<file path="src/rtl/fft_ser_sched_if.sv">
// fft_ser_sched_if: requester, serializer and framing signals of the scheduler
interface fft_ser_sched_if #(parameter int nb = 16);
  logic            IN0_VAL, IN0_RDY, IN1_VAL, IN1_RDY, HOLD;
  logic [4*nb-1:0] IN0_DR, IN0_DI, IN1_DR, IN1_DI;
  logic            SER_START;
  logic [4*nb-1:0] SER_DR, SER_DI;
  logic            OUT_VAL, OUT_SRC, OUT_SOF, OUT_EOF, BUSY;
  modport master (
    output IN0_VAL, IN0_DR, IN0_DI, IN1_VAL, IN1_DR, IN1_DI, HOLD,
    input  IN0_RDY, IN1_RDY, SER_START, SER_DR, SER_DI, OUT_VAL, OUT_SRC, OUT_SOF, OUT_EOF, BUSY
  );
  modport slave (
    input  IN0_VAL, IN0_DR, IN0_DI, IN1_VAL, IN1_DR, IN1_DI, HOLD,
    output IN0_RDY, IN1_RDY, SER_START, SER_DR, SER_DI, OUT_VAL, OUT_SRC, OUT_SOF, OUT_EOF, BUSY
  );
endinterface

</file>
<file path="src/rtl/fft_ser_sched.sv">
// fft_ser_sched: frame-locking round-robin scheduler feeding one shared 4:1 serializer
module fft_ser_sched #(
  parameter int nb  = 16,
  parameter int GPF = 8
) (
  input  logic CLK,
  input  logic RST,
  fft_ser_sched_if.slave bus
);
  localparam int GW = $clog2(GPF);
  localparam logic [GW-1:0] G_LAST = GW'(GPF - 1);
  logic            r_inflight, r_owner, r_last_owner, r_start;
  logic            r_grp_src, r_grp_first, r_grp_last;
  logic            r_out_val, r_out_src, r_out_sof, r_out_eof, r_busy;
  logic [1:0]      r_beat;
  logic [GW-1:0]   r_gcnt;
  logic [4*nb-1:0] r_ser_dr, r_ser_di;
  logic            w_free, w_bound, w_sel, w_sel_val, w_acc, w_glast;
  // Grant: frame boundary picks by validity then round-robin; mid-frame only the owner may go
  always_comb begin
    w_free    = !r_inflight || (r_beat == 2'd3);
    w_bound   = (r_gcnt == '0);
    w_glast   = (r_gcnt == G_LAST);
    w_sel     = w_bound ? ((bus.IN0_VAL && bus.IN1_VAL) ? !r_last_owner : bus.IN1_VAL) : r_owner;
    w_sel_val = w_sel ? bus.IN1_VAL : bus.IN0_VAL;
    w_acc     = RST && w_free && !bus.HOLD && w_sel_val;
  end
  assign bus.IN0_RDY   = w_acc && !w_sel;
  assign bus.IN1_RDY   = w_acc && w_sel;
  assign bus.SER_START = r_start;
  assign bus.SER_DR    = r_ser_dr;
  assign bus.SER_DI    = r_ser_di;
  assign bus.OUT_VAL   = r_out_val;
  assign bus.OUT_SRC   = r_out_src;
  assign bus.OUT_SOF   = r_out_sof;
  assign bus.OUT_EOF   = r_out_eof;
  assign bus.BUSY      = r_busy;
  // Capture the granted group and track beat, group count and frame ownership
  always_ff @(posedge CLK or negedge RST) begin
    if (!RST) begin
      r_inflight   <= 1'b0;
      r_beat       <= '0;
      r_gcnt       <= '0;
      r_owner      <= 1'b0;
      r_last_owner <= 1'b1;
      r_start      <= 1'b0;
      r_grp_src    <= 1'b0;
      r_grp_first  <= 1'b0;
      r_grp_last   <= 1'b0;
      r_ser_dr     <= '0;
      r_ser_di     <= '0;
    end else begin
      r_start <= w_acc;
      if (w_acc) begin
        r_ser_dr    <= w_sel ? bus.IN1_DR : bus.IN0_DR;
        r_ser_di    <= w_sel ? bus.IN1_DI : bus.IN0_DI;
        r_inflight  <= 1'b1;
        r_beat      <= '0;
        r_grp_src   <= w_sel;
        r_grp_first <= w_bound;
        r_grp_last  <= w_glast;
        r_gcnt      <= w_glast ? '0 : r_gcnt + 1'b1;
        if (w_bound) r_owner <= w_sel;
        if (w_glast) r_last_owner <= w_sel;
      end else if (r_inflight) begin
        r_beat <= r_beat + 2'd1;
        if (r_beat == 2'd3) r_inflight <= 1'b0;
      end
    end
  end
  // Framing flags trail the hold beats by one cycle so they line up with the serializer output
  always_ff @(posedge CLK or negedge RST) begin
    if (!RST) begin
      r_out_val <= 1'b0;
      r_out_src <= 1'b0;
      r_out_sof <= 1'b0;
      r_out_eof <= 1'b0;
      r_busy    <= 1'b0;
    end else begin
      r_out_val <= r_inflight;
      r_out_src <= r_grp_src;
      r_out_sof <= r_inflight && (r_beat == 2'd0) && r_grp_first;
      r_out_eof <= r_inflight && (r_beat == 2'd3) && r_grp_last;
      r_busy    <= w_acc || (r_busy && !(r_out_eof && !r_inflight));
    end
  end
endmodule

</file>
<file path="src/flat_wrapper.sv">
// flat-port wrapper written by rule: the top's interface ports become plain ports
module fft_ser_sched_flat 
#(
  parameter int nb  = 16,
  parameter int GPF = 8
)
  (CLK, RST, bus_IN0_VAL, bus_IN0_DR, bus_IN0_DI, bus_IN1_VAL, bus_IN1_DR, bus_IN1_DI, bus_HOLD, bus_IN0_RDY, bus_IN1_RDY, bus_SER_START, bus_SER_DR, bus_SER_DI, bus_OUT_VAL, bus_OUT_SRC, bus_OUT_SOF, bus_OUT_EOF, bus_BUSY);
  fft_ser_sched_if #(.nb(nb)) bus_i ();
  input  logic CLK;
  input  logic RST;
  input wire logic [$bits(bus_i.IN0_VAL)-1:0] bus_IN0_VAL;
  input wire logic [$bits(bus_i.IN0_DR)-1:0] bus_IN0_DR;
  input wire logic [$bits(bus_i.IN0_DI)-1:0] bus_IN0_DI;
  input wire logic [$bits(bus_i.IN1_VAL)-1:0] bus_IN1_VAL;
  input wire logic [$bits(bus_i.IN1_DR)-1:0] bus_IN1_DR;
  input wire logic [$bits(bus_i.IN1_DI)-1:0] bus_IN1_DI;
  input wire logic [$bits(bus_i.HOLD)-1:0] bus_HOLD;
  output wire logic [$bits(bus_i.IN0_RDY)-1:0] bus_IN0_RDY;
  output wire logic [$bits(bus_i.IN1_RDY)-1:0] bus_IN1_RDY;
  output wire logic [$bits(bus_i.SER_START)-1:0] bus_SER_START;
  output wire logic [$bits(bus_i.SER_DR)-1:0] bus_SER_DR;
  output wire logic [$bits(bus_i.SER_DI)-1:0] bus_SER_DI;
  output wire logic [$bits(bus_i.OUT_VAL)-1:0] bus_OUT_VAL;
  output wire logic [$bits(bus_i.OUT_SRC)-1:0] bus_OUT_SRC;
  output wire logic [$bits(bus_i.OUT_SOF)-1:0] bus_OUT_SOF;
  output wire logic [$bits(bus_i.OUT_EOF)-1:0] bus_OUT_EOF;
  output wire logic [$bits(bus_i.BUSY)-1:0] bus_BUSY;
  assign bus_i.IN0_VAL = bus_IN0_VAL;
  assign bus_i.IN0_DR = bus_IN0_DR;
  assign bus_i.IN0_DI = bus_IN0_DI;
  assign bus_i.IN1_VAL = bus_IN1_VAL;
  assign bus_i.IN1_DR = bus_IN1_DR;
  assign bus_i.IN1_DI = bus_IN1_DI;
  assign bus_i.HOLD = bus_HOLD;
  assign bus_IN0_RDY = bus_i.IN0_RDY;
  assign bus_IN1_RDY = bus_i.IN1_RDY;
  assign bus_SER_START = bus_i.SER_START;
  assign bus_SER_DR = bus_i.SER_DR;
  assign bus_SER_DI = bus_i.SER_DI;
  assign bus_OUT_VAL = bus_i.OUT_VAL;
  assign bus_OUT_SRC = bus_i.OUT_SRC;
  assign bus_OUT_SOF = bus_i.OUT_SOF;
  assign bus_OUT_EOF = bus_i.OUT_EOF;
  assign bus_BUSY = bus_i.BUSY;
  fft_ser_sched #(.nb(nb), .GPF(GPF)) u_core (.CLK(CLK), .RST(RST), .bus(bus_i));
endmodule
</file>
<file path="config.mk">
export PLATFORM = sky130hd
export DESIGN_NAME = fft_ser_sched_flat
export DESIGN_NICKNAME = d
export VERILOG_FILES = /design/src/rtl/fft_ser_sched_if.sv /design/src/rtl/fft_ser_sched.sv /design/src/flat_wrapper.sv
export SDC_FILE = /design/constraint.sdc
export NUM_CORES = 1
export LEC_CHECK = 0
export CAP_MARGIN = 0
export CORE_AREA = 2 2 156 158
export CTS_CLUSTER_SIZE = 30
export DETAILED_ROUTE_END_ITERATION = 16
export DIE_AREA = 0 0 158 160
export PLACE_DENSITY = 0.67
export SLEW_MARGIN = 0
export SYNTH_ARGS = -nofsm -noshare
export SYNTH_HDL_FRONTEND = slang
export SYNTH_SLANG_ARGS = --single-unit
</file>
<file path="constraint.sdc">
create_clock -name CLK -period 1.8 [get_ports CLK]
set_input_delay 0.36 -clock CLK [delete_from_list [all_inputs] [get_ports CLK]]
set_output_delay 0.36 -clock CLK [all_outputs]
set_load 0.005 [all_outputs]
</file>
# After elaboration in Yosys (flattened, before gate mapping)
# Index checks and enable logic that the tools add are counted.
# word_totals
reg_bits	145
output_inout_bits	136
wordCells	55
# classes
n_addsub	2
n_eq_ne	2
n_mux	11
reduce_logical	24
# ops
cell	count
2-to-1 mux 64 bit	2
logical AND 1 bit	12
2-to-1 mux 1 bit	6
logical NOT 1 bit	5
2-to-1 mux 2 bit	2
AND reduction 2 bit	2
adder 3 x 1 -> 3 bit (second input constant)	1
== test 3 bit (second input constant)	1
logical NOT 3 bit	1
2-to-1 mux 3 bit	1
adder 2 x 1 -> 2 bit (second input constant)	1
== test 2 bit (second input constant)	1
logical NOT 2 bit	1
logical OR 1 bit	2
nonzero test 2 bit	1

# Longest topological paths before layout
# depth
ltp_word	6
depth_mapped	8
depth_no_buf	7

# Worst setup path after synthesis
# No wires, ideal clock.
# synth_timing
path_kind	reg2reg
start	register u_core.r_gcnt[0]
end	register u_core.r_ser_di[10] (netlist: u_core.bus.SER_DI[10])
period_less_slack_ns	1.947
path_slack_ns	-0.147
n_path_buf	2
arrival_ns	1.821
path_stages_with_launch	9
path_cell_list	dfrtp_1 > inv_1 > ha_1 > nor2b_2 > o2111ai_1 > buf_2 > buf_1 > nor2_1 > a221o_1
# synth_between
elab_chain_cells	4
word_cells_on_any_way	5
cone_classes	mux: 3; reduce/logical: 2
# synth_lines
element	line_no	rtl
from (decl)	fft_ser_sched.sv:16	logic [GW-1:0] r_gcnt;
from (signal assigned)	fft_ser_sched.sv:62	r_gcnt <= w_glast ? '0 : r_gcnt + 1'b1;
logical NOT 3 bit (*)	fft_ser_sched.sv:22	w_bound = (r_gcnt == '0);
2-to-1 mux 1 bit (*)	fft_ser_sched.sv:24	w_sel = w_bound ? ((bus.IN0_VAL && bus.IN1_VAL) ? !r_last_owner : bus.IN1_VAL) : r_owner;
2-to-1 mux 1 bit	fft_ser_sched.sv:25	w_sel_val = w_sel ? bus.IN1_VAL : bus.IN0_VAL;
logical AND 1 bit	fft_ser_sched.sv:26	w_acc = RST && w_free && !bus.HOLD && w_sel_val;
to (signal assigned)	fft_ser_sched.sv:56	r_ser_di <= w_sel ? bus.IN1_DI : bus.IN0_DI;
to (decl)	fft_ser_sched.sv:17	logic [4*nb-1:0] r_ser_dr, r_ser_di;
# Every way passes the cells marked *; elsewhere a longest branch is shown, timed or not.
# A chain may end at the register's enable or synchronous reset.

# Worst setup path after layout
# layout_timing
start	register u_core.r_gcnt[1]
end	output bus_IN0_RDY
# layout_between
elab_chain_cells	5
word_cells_on_any_way	6
cone_classes	mux: 2; reduce/logical: 4
# layout_lines
element	line_no	rtl
logical NOT 3 bit (*)	fft_ser_sched.sv:22	
2-to-1 mux 1 bit (*)	fft_ser_sched.sv:24	
2-to-1 mux 1 bit	fft_ser_sched.sv:25	
logical AND 1 bit	fft_ser_sched.sv:26	
logical AND 1 bit (*)	fft_ser_sched.sv:28	assign bus.IN0_RDY = w_acc && !w_sel;
to (decl)	flat_wrapper.sv:18	output wire logic [$bits(bus_i.IN0_RDY)-1:0] bus_IN0_RDY;
# Marks and branches as above.

==> flow_metrics.py <==
metrics = {
    "run_status": {
        "status": "complete, but fails checks",
        "violations": "negative setup slack",
    },
    "die": {
        "die_x_um": 158,
        "row_count": 57,
        "initial_core_util": 0.2863,
        "die_h_um": 160,
        "io_pins": 397,
        "core_um2": 23820,
        "die_area_um2": 25280,
    },
    "grt": {
        "grt_max_degree": 110,
        "grt_pass1_vias": 7471,
        "grt_antenna_before_repair": 1,
        "globalRoute.totalOverflow": 0,
        "grt.total_usage": 0.2262,
        "grt_first_pass_wirelength_um": 43340,
    },
    "power_and_ir_drop": {
        "power_frac_comb": 0.463,
        "power_leakage_uw": 0.005379,
        "p_seq_frac": 0.328,
        "pwr-share-clk": 0.208,
        "peakVddDrop_mv": 0.5876,
        "p_sw_frac": 0.2981,
        "p_int_uw": 12290,
        "p_total_uw": 17510,
        "power.density_nw_per_um2": 1335,
        "p_sw_uw": 5221,
    },
    "finish": {
        "syn_to_final_growth_pct": 92.35,
        "fin_nets": 1347,
        "fillers": 2117,
        "drive_gt1_frac": 0.1673,
        "finalNonFillerCells": 1418,
        "antenna_cells": 0,
        "final_core_util": 0.5506,
    },
    "synth": {
        "synthSimpleGateAreaFrac": 0.1868,
        "synth_area_um2": 6819,
        "yosysTopAreaCell": "dfrtp_1",
        "synthMuxAreaShare": 0.009541,
        "synth_xor_area_frac": 0.001284,
        "synth_fa_ha_area_frac": 0.009174,
        "synth.area.top_cells": "dfrtp_1 (53%), a221o_1 (19%), nand3_1 (9.5%)",
        "syn_nets": 919,
        "synth_area_per_cell_um2": 10.44,
        "synth_top_area_frac": 0.5284,
        "ys_types": 36,
        "yosysWarnings": 0,
        "synth_compound_area_frac": 0.1980,
        "ys_seq_area_frac": 0.5323,
        "synth_top_family_by_area": "compound AO/OA/AOI/OAI gates",
        "synthCells": 653,
        "ys_ff_latch": 145,
    },
    "clock_tree": {
        "path_clk_slew_ns": 0.07,
        "cts_sinks": 145,
        "ctsHtreeMaxLevel": 4,
        "clock-root-buffer": "clkbuf_16",
        "clkLatencyLatePin_ns": 0.42,
        "numCtsBuffers": 17,
        "tritoncts": "done",
        "clockBufferDepth": 2,
        "ctsHoldBuffers": 0,
    },
    "timing": {
        "rsz0062_at_grt": "true",
        "final.setup.tns_ns": -36.40,
        "max_slew_margin": 0.5897,
        "slew_violations": 0,
        "layout_min_cycle_time_ns": 2.109,
        "worstMarginPinSlew_ns": 0.6154,
        "hold_viol": 0,
        "finClkSkew_ns": 0.01351,
        "finalSetupViolations": 140,
        "max_freq_mhz": 474.1,
        "worst_slack_ns": -0.3094,
        "finalCritPeriodShare": 1.172,
    },
    "worst_setup_path": {
        "reg2reg_depth": 10,
        "end_kind": "primary output",
        "crit_arrival_ns": 1.75,
        "cp-start-kind": "flip-flop",
        "worstSetupPathType": "flip-flop to primary output",
        "rrSetupSlack_ns": -0.31,
        "required_ns": 1.44,
        "path_max_fanout": 3,
        "r2r_start": "u_core.r_gcnt[1]",
        "startpoint": "u_core.r_gcnt[1]",
        "r2r-end": "u_core.bus.SER_DI[5]",
    },
    "min_path": {
        "hp-class": "input port to asynchronous set/reset pin",
    },
    "place": {
        "place_congestion": 0.7786,
        "place_ws_ns": -0.3702,
        "dp.cells": 1342,
        "port_buffers": 396,
        "hpwl_um": 17640,
    },
    "detailed_routing": {
        "num_vias": 7294,
        "wire_per_inst_um": 21.04,
        "routed_wl_um": 29830,
        "first_pass_iters": 4,
        "vias_per_cell": 5.144,
        "initialDrtViolationCount": 523,
        "drc": 0,
        "ant_nets": 0,
    },
    "job": {
        "max-cap-violations": 0,
    },
}
per-stage QoR:
step	instance area [µm²]	hold WS, ns
CTS	12800	0.03528
global route	13120	0.06078
global placement	11270	0.3623
floorplan	6924	0.06441
finish	13120	0.03187
detailed placement	11270	0.3675
power groups by stage:
stage,Combinational (µW),Clock (µW),Sequential [µW]
floorplan,2450,0,5790
global placement,6880,0,5720
detailed placement,6980,0,5720
CTS,7970,3720,5730
global route,8630,3860,5920
finish,8120,3650,5750
routing by layer:
layer / track usage / share of wire / vias up
met5: 0 / 0.00044 / -
met4: 0.07862 / 0.028 / 2
met3: 0.07137 / 0.077 / 51
met2: 0.3858 / 0.49 / 306
met1: 0.2671 / 0.40 / 3604
li1: - / - / 3331
worst max-delay path, stage by stage (launching register included):
cell,delay [ns]
dfrtp_1,0.38
inv_2,0.06
ha_4,0.17
buf_6,0.11
nor4bb_4,0.14
a21oi_1,0.15
and3_4,0.22
buf_6,0.10
registers in the layout (all words and copies together), names as in the netlist:
register	flops
u_core.bus.OUT_EOF	1
u_core.r_grp_first	1
u_core.bus.BUSY	1
u_core.r_last_owner	1
u_core.bus.SER_DI	64
u_core.r_owner	1
u_core.bus.SER_DR	64
u_core.r_grp_last	1
u_core.bus.OUT_SOF	1
u_core.r_beat	2
u_core.r_grp_src	1
u_core.r_gcnt	3
u_core.r_inflight	1
u_core.bus.OUT_SRC	1
u_core.bus.SER_START	1
u_core.bus.OUT_VAL	1
cell usage in the layout (no fill, tap or decap), drive strengths merged:
master	n
nand3b	1
inv	11
mux2i	2
nor2	132
ha	5
clkdlybuf4s50	392
nand4	2
nand2b	3
nand3	129
a21o	1
mux2	4
nor4bb	1
clkinvlp	5
xnor2	1
bufinv	2
and3	4
nor2b	2
dfrtp	144
dfstp	1
or3	1
nand4b	1
a21oi	1
a22o	1
o2111ai	2
a21boi	1
a221o	128
clkinv	2
nand2	4
clkbuf	24
or3b	1
o21ai	1
bufbuf	1
buf	84
synth_stat cells:
cell and number:
dfrtp_1 144, nor2_1 132, nand3_1 129, a221o_1 128, clkbuf_1 36, buf_2 15, buf_6 14, buf_1 6
inv_1 6, ha_1 5, mux2_2 4, nand2_1 4, and3_1 3, nand2b_1 3, mux2i_1 2, nand4_1 2
a21boi_0 1, a21o_1 1, a21oi_1 1, a22o_1 1, and3_4 1, buf_4 1, clkbuf_2 1, dfstp_2 1
inv_2 1, nand3b_1 1, nand4b_1 1, nor2b_1 1, nor2b_2 1, nor4bb_1 1, o2111ai_1 1, o2111ai_4 1
o21ai_0 1, or3_1 1, or3b_2 1, xnor2_1 1
area by class of cell:
class                      count  area [µm²]  share of cell area
sequential                   145        3630              0.2767
inverter                       7       33.78            0.002576
timing repair buffer         482        5345              0.4075
tap                          324       405.4             0.03091
multi-input combinational    428        3107              0.2369
clock inverter                13       152.6             0.01164
clock buffer                  19       442.9             0.03377
cell families (layout without fill, tap and decap cells):
family | count (synthesis) | count (layout)
muxes | 6 | 6
AOI/OAI and AO/OA | 135 | 135
xor gates and xnor gates | 1 | 1
and+or+nand+nor | 281 | 281
adders and majority gates | 5 | 5
buffers and inverters | 80 | 521
DFF | 145 | 145
what timing repair did:
item                       in CTS  in global routing
setup buffers                  19                  9
setup endpoints to repair     136                140
cloned                         19                  5
gates resized for setup        68                 79
pin swaps                      49                 71
worst max path at each step:
stage | endpoint | depth (start not counted)
global route | bus_IN1_RDY | 7
CTS | bus_IN0_RDY | 7
global placement | bus_IN0_RDY | 5
floorplan | u_core.bus.SER_DI[0] | 8
finish | bus_IN0_RDY | 7
detailed placement | bus_IN0_RDY | 5
(Power assumes the default switching activity.)
